## config.mk

```make
export PLATFORM = sky130hd
export DESIGN_NAME = prediction_table_flat
export DESIGN_NICKNAME = d
export VERILOG_FILES = /design/src/rtl/prediction_table_pkg.sv /design/src/rtl/prediction_table_if.sv /design/src/rtl/prediction_table_entry.sv /design/src/rtl/prediction_table.sv /design/src/flat_wrapper.sv
export SDC_FILE = /design/constraint.sdc
export NUM_CORES = 2
export LEC_CHECK = 0
export BUFFER_PORTS_ARGS = -buffer_cell sky130_fd_sc_hd__buf_2
export CORE_MARGIN = 2
export CORE_UTILIZATION = 45
export DETAILED_ROUTE_END_ITERATION = 6
export GPL_ROUTABILITY_DRIVEN = 0
export SYNTH_ARGS = -nofsm -noshare
export SYNTH_HDL_FRONTEND = slang
export SYNTH_SLANG_ARGS = --single-unit
```

## constraint.sdc

```tcl
create_clock -name clk -period 2.36 [get_ports clk]
set_input_delay 0.118 -clock clk [delete_from_list [all_inputs] [get_ports clk]]
set_output_delay 0.118 -clock clk [all_outputs]
set_load 0.02 [all_outputs]
```

## src/rtl/prediction_table_pkg.sv

```systemverilog
// Shared branch-predictor definitions: default geometry, index-width helper
// and the default-geometry BTB entry layout.
package bp_pkg;

  localparam int AW_DEF       = 32;
  localparam int NENTRIES_DEF = 16;

  function automatic int iw_of(input int nentries);
    return $clog2(nentries);
  endfunction

  localparam int IW_DEF = iw_of(NENTRIES_DEF);
  localparam int TW_DEF = AW_DEF - IW_DEF - 2;

  typedef struct packed {
    logic              valid;
    logic [TW_DEF-1:0] tag;
    logic [AW_DEF-1:0] target;
    logic              pred;
  } bp_entry_t;

endpackage

```

## src/rtl/prediction_table_if.sv

```systemverilog
// IF-stage lookup and ID-stage update bundle for the branch target buffer.
interface prediction_table_if import bp_pkg::*; #(
  parameter int AW = AW_DEF
);
  logic [AW-1:0] pc4;
  logic [AW-1:0] baddr_s2;
  logic [AW-1:0] pc4_s2;
  logic          WRt;
  logic          WRp;
  logic          C;
  logic          H;
  logic          P;
  logic [AW-1:0] Target;

  modport master (
    output pc4, baddr_s2, pc4_s2, WRt, WRp, C,
    input  H, P, Target
  );

  modport slave (
    input  pc4, baddr_s2, pc4_s2, WRt, WRp, C,
    output H, P, Target
  );
endinterface

```

## src/rtl/prediction_table_entry.sv

```systemverilog
// One BTB slot: valid/tag/target/pred flops with the allocate and
// prediction-update rules applied when the slot is selected.
module prediction_table_entry #(
  parameter int AW = 32,
  parameter int TW = 26
) (
  input  logic          clk,
  input  logic          rst_n,
  input  logic          sel,
  input  logic          wrt,
  input  logic          wrp,
  input  logic          c,
  input  logic [TW-1:0] wtag,
  input  logic [AW-1:0] wdata,
  output logic          valid,
  output logic [TW-1:0] tag,
  output logic [AW-1:0] target,
  output logic          pred
);

  // A prediction-only update must not touch a slot owned by another branch.
  logic pred_we;
  assign pred_we = sel && wrp && (wrt || (valid && tag == wtag));

  always_ff @(posedge clk or negedge rst_n) begin
    if (!rst_n) begin
      valid  <= 1'b0;
      tag    <= '0;
      target <= '0;
    end else if (sel && wrt) begin
      valid  <= 1'b1;
      tag    <= wtag;
      target <= wdata;
    end
  end

  always_ff @(posedge clk or negedge rst_n) begin
    if (!rst_n)       pred <= 1'b0;
    else if (pred_we) pred <= c;
  end

endmodule

```

## src/rtl/prediction_table.sv

```systemverilog
// Direct-mapped BTB with 1-bit predictor: combinational lookup on IF PC+4,
// single-edge allocate/correct from ID.
module prediction_table import bp_pkg::*; #(
  parameter int NENTRIES = NENTRIES_DEF,
  parameter int AW       = AW_DEF
) (
  input  logic             clk,
  input  logic             rst_n,
  prediction_table_if.slave bus
);

  localparam int IW = iw_of(NENTRIES);
  localparam int TW = AW - IW - 2;

  typedef struct packed {
    logic          valid;
    logic [TW-1:0] tag;
    logic [AW-1:0] target;
    logic          pred;
  } entry_t;

  entry_t [NENTRIES-1:0] ent;

  logic [IW-1:0] ridx, widx;
  logic [TW-1:0] rtag, wtag;

  assign ridx = bus.pc4[IW+1:2];
  assign rtag = bus.pc4[AW-1:IW+2];
  assign widx = bus.pc4_s2[IW+1:2];
  assign wtag = bus.pc4_s2[AW-1:IW+2];

  // Word-aligned keys: byte-offset bits carry no information.
  logic unused_lo;
  assign unused_lo = ^{bus.pc4[1:0], bus.pc4_s2[1:0]};

  for (genvar i = 0; i < NENTRIES; i++) begin : g_ent
    prediction_table_entry #(.AW(AW), .TW(TW)) u_ent (
      .clk    (clk),
      .rst_n  (rst_n),
      .sel    (widx == IW'(i)),
      .wrt    (bus.WRt),
      .wrp    (bus.WRp),
      .c      (bus.C),
      .wtag   (wtag),
      .wdata  (bus.baddr_s2),
      .valid  (ent[i].valid),
      .tag    (ent[i].tag),
      .target (ent[i].target),
      .pred   (ent[i].pred)
    );
  end

  // Read straight from the flops: a same-cycle write is not forwarded.
  entry_t re;
  logic   hit;
  assign re  = ent[ridx];
  assign hit = re.valid && (re.tag == rtag);

  assign bus.H      = hit;
  assign bus.P      = hit && re.pred;
  assign bus.Target = hit ? re.target : '0;

endmodule

```

## src/flat_wrapper.sv

```systemverilog
// flat-port wrapper written by rule: the top's interface ports become plain ports
module prediction_table_flat import bp_pkg::*;
#(
  parameter int NENTRIES = NENTRIES_DEF,
  parameter int AW       = AW_DEF
)
  (clk, rst_n, bus_pc4, bus_baddr_s2, bus_pc4_s2, bus_WRt, bus_WRp, bus_C, bus_H, bus_P, bus_Target);
  prediction_table_if #(.AW(AW)) bus_i ();
  input  logic clk;
  input  logic rst_n;
  input wire logic [$bits(bus_i.pc4)-1:0] bus_pc4;
  input wire logic [$bits(bus_i.baddr_s2)-1:0] bus_baddr_s2;
  input wire logic [$bits(bus_i.pc4_s2)-1:0] bus_pc4_s2;
  input wire logic [$bits(bus_i.WRt)-1:0] bus_WRt;
  input wire logic [$bits(bus_i.WRp)-1:0] bus_WRp;
  input wire logic [$bits(bus_i.C)-1:0] bus_C;
  output wire logic [$bits(bus_i.H)-1:0] bus_H;
  output wire logic [$bits(bus_i.P)-1:0] bus_P;
  output wire logic [$bits(bus_i.Target)-1:0] bus_Target;
  assign bus_i.pc4 = bus_pc4;
  assign bus_i.baddr_s2 = bus_baddr_s2;
  assign bus_i.pc4_s2 = bus_pc4_s2;
  assign bus_i.WRt = bus_WRt;
  assign bus_i.WRp = bus_WRp;
  assign bus_i.C = bus_C;
  assign bus_H = bus_i.H;
  assign bus_P = bus_i.P;
  assign bus_Target = bus_i.Target;
  prediction_table #(.NENTRIES(NENTRIES), .AW(AW)) u_core (.clk(clk), .rst_n(rst_n), .bus(bus_i));
endmodule
```

==> flow_summary.yaml <==
run_status:
  outcome: "finished with violations"
  violations: "negative setup slack"
setup_path:
  critical_path.slowest_cell: "mux4_2"
  crit_family: "simple AND/OR/NAND/NOR gates"
  crit_path_end_kind: "output pin"
  slowest_delay_ns: 0.47
  path_max_fanout: 8
  critical_path_class: "reg2out"
  cp_num_buf_inv: 3
  cp.required_ns: 2.24
  crit_chain: "mux4_2, nor3_1, a211oi_1, xor2_1, nor4_4, nand4_4, buf_12, buf_6, nor4b_4, buf_4"
  cp.arrival_ns: 3.78
  cp-start-kind: "flip-flop"
floorplan:
  die_x_um: 334.0
  die-area_um2: 111500
  io_pins: 135
  core_area_um2: 108400
  num_rows: 121
  start_util_pct: 45.20
  die_y_um: 334.0
clock_network:
  cts.clk_slew.worst_paths_ns: 0.06
  cts_htree_levels: 3
  clockBufferDepth: 3
  cts_tree: "built"
  clkLatencyLatePin_ns: 0.74
  root_buffer: "clkbuf_16"
  cts_buffers: 107
  clkSinkCount: 960
synth:
  yosysTopAreaCell: "dfrtp_1"
  synth-seq-cells: 960
  async_flop_share_pct: 100.0
  ys.flop_type: "dfrtp_1"
  syn-mean-instance-area_um2: 14.53
  synthesis.area_um2: 49000
  synth.distinct_cells: 57
  yosysSeqAreaShare_pct: 49.03
  yosys_warnings: 0
  syn_inst: 3372
  synth_edf_count: 0
  synth_compound_area_share_pct: 1.067
  synthAdderAreaFrac_pct: 0
  yosys.area_share.simple_pct: 4.053
  synthMuxAreaShare_pct: 34.94
  synth_xor_area_share_pct: 8.044
  synth_area_leaders: "dfrtp_1 (49%), mux2_2 (22%), mux4_2 (11%)"
  synth_nets: 3473
  synth_top_cell_area_share_pct: 49.03
  synth_top_family_by_area: "multiplexers"
power:
  power.leakage_nw: 28.12
  p_per_area_nw_per_um2: 908.9
  ir_worst_vdd_mv: 0.6203
timing:
  fin_ws_ns: -1.543
  setup_violations: 43
  period_share_pct: 165.4
  finalHoldViolCount: 0
  fin_crit_ns: 3.903
  skew_ns: 0.03872
  maxSlewViolCount: 0
  worst-slew-pin-transition_ns: 1.123
  fin_setup_tns_ns: -51.75
  max_slew_margin_pct: 25.12
  rsz0062_at_grt: "yes"
  clock.fmax_mhz: 256.2
cells_and_area:
  drive_gt1_share_pct: 60.10
  syn2layout_area_growth_pct: 30.56
  fin_area_um2: 63970
  finalNetCount: 4336
routing:
  num_vias: 33748
  drt_pre_antenna_iters: 5
  wl_per_cell_um: 30.41
  drt-initial-drc-count: 3159
  drcViolationCount: 0
  wl_um: 174700
  postRouteAntennaNets: 0
  via_per_inst: 5.875
run:
  drv_cap: 0
place:
  hpwl_um: 121000
  place_area_um2: 58110
  io_buffers: 130
grt:
  grt_pass1_vias: 36600
  antenna_found_initial: 5
  grt_max_degree: 98
  grt.total_usage_pct: 31.47
  overflow: 0
  grt_pass1_wl_um: 254200
min_path:
  hold_path.class: "in2reg"
[state kept, by name (all words and copies together) (netlist names)]
| name | cells |
|---|---|
| u_core.g_ent.u_ent.target | 512 |
| u_core.g_ent.u_ent.pred | 16 |
| u_core.g_ent.u_ent.tag | 416 |
| u_core.g_ent.u_ent.valid | 16 |
[worst register-to-register path, stage by stage (launching register included)]
cell	delay [ns]
dfrtp_1	0.37
buf_4	0.14
xnor2_1	0.29
nand4_1	0.46
nor4_2	0.44
a41oi_2	0.29
nor3_2	0.24
mux2_4	0.32
[report_power, final]
part	internal, mW	switching [mW]	total (mW)
logic	9.77	7.72	17.5
registers	20.3	2.33	22.6
clock network	10.7	7.35	18.0
total	40.8	17.4	58.1
[worst paths after layout]
kind / from / endpoint / slack (ns) / depth (start not counted)
min reg2reg: u_core.g_ent[2].u_ent.target[14] / u_core.g_ent[2].u_ent.target[14] / 0.50 / 1
max reg2reg: u_core.g_ent[5].u_ent.tag[22] / u_core.g_ent[5].u_ent.pred / -0.27 / 7
max in group asynchronous: rst_n / u_core.g_ent[12].u_ent.target[30] / 0.76 / 4
min: bus_pc4_s2[23] / u_core.g_ent[11].u_ent.tag[17] / 0.07 / 2
max: u_core.g_ent[0].u_ent.tag[9] / bus_Target[30] / -1.54 / 10
min in group asynchronous: rst_n / u_core.g_ent[14].u_ent.tag[0] / 0.54 / 3
[cell usage in the layout (no fill, tap or decap), types with 32 or more instances in the layout]
cell / instances
dlygate4sd3_1: 60
buf_12: 76
buf_4: 816
xor2_1: 196
buf_2: 91
nand4_1: 69
mux2i_1: 69
dfrtp_1: 957
xnor2_1: 193
clkbuf_16: 108
xnor2_2: 52
mux2_2: 943
mux4_2: 247
nor4b_4: 32
[synthesized netlist by cell type, drive strengths merged (3+ instances only)]
cell / instances
inv: 3
nand3b: 5
a22o: 6
dfrtp: 960
nand4: 70
nor2: 20
o21ai: 3
nor4b: 33
mux4: 247
nor4: 51
nand2: 14
clkbuf: 218
a41oi: 17
nand2b: 14
o211ai: 4
a211oi: 3
or2: 15
a221oi: 9
nand3: 8
nor3: 35
a22oi: 7
mux2i: 70
xor2: 196
xnor2: 254
buf: 108
mux2: 964
o22ai: 8
nor2b: 7
a21oi: 3
[area by class of cell]
type | count | area [µm²]
inverters | 3 | 11.26
clock inverters | 52 | 763.2
multi-input cells | 2083 | 25160
well taps | 1414 | 1769
repair buffers | 1080 | 9161
flip-flops and latches | 960 | 24030
fillers | 8530 | 44430
diodes | 4 | 10.01
clock buffers | 148 | 3072
[metal layers]
layer,GRT usage [%],share of wire [%],vias up
met5,0,0.0086,-
li1,-,-,14148
met4,18.32,6.5,4
met1,40.82,41,17885
met3,6.732,6.9,435
met2,48.96,46,1276
[logic make-up (layout without fill, tap and decap cells)]
family / Yosys count / in the layout
xor+xnor: 450 / 450
simple gates: 286 / 286
other cells: 0 / 4
mux: 1281 / 1281
flops: 960 / 960
buf+inv: 329 / 1283
compound gates: 66 / 66
[stage by stage]
step	setup WS (ns)	utilization (%)	instances	total power [mW]	hold slack (ns)
6_report	-1.543	59.02	5744	58.15	0.06603
5_1_grt	-1.621	59.01	5742	60.20	0.05012
4_1_cts	-1.545	58.40	5736	57.83	0.02017
3_5_place_dp	-1.066	53.61	5477	39.23	0.1775
3_3_place_gp	-1.044	53.61	5477	38.52	0.1737
2_1_floorplan	-0.3968	-	3372	30.73	-0.1776
[timing repair]
item | CTS | global route
pin swaps | 43 | 68
hold buffers | 60 | 0
setup buffers | 2 | 7
hold endpoints to repair | 1402 | 0
gates cloned | 0 | 1
gates resized for setup | 132 | 97
endpoints found under the setup margin | 49 | 50
(Power assumes the default switching activity.)
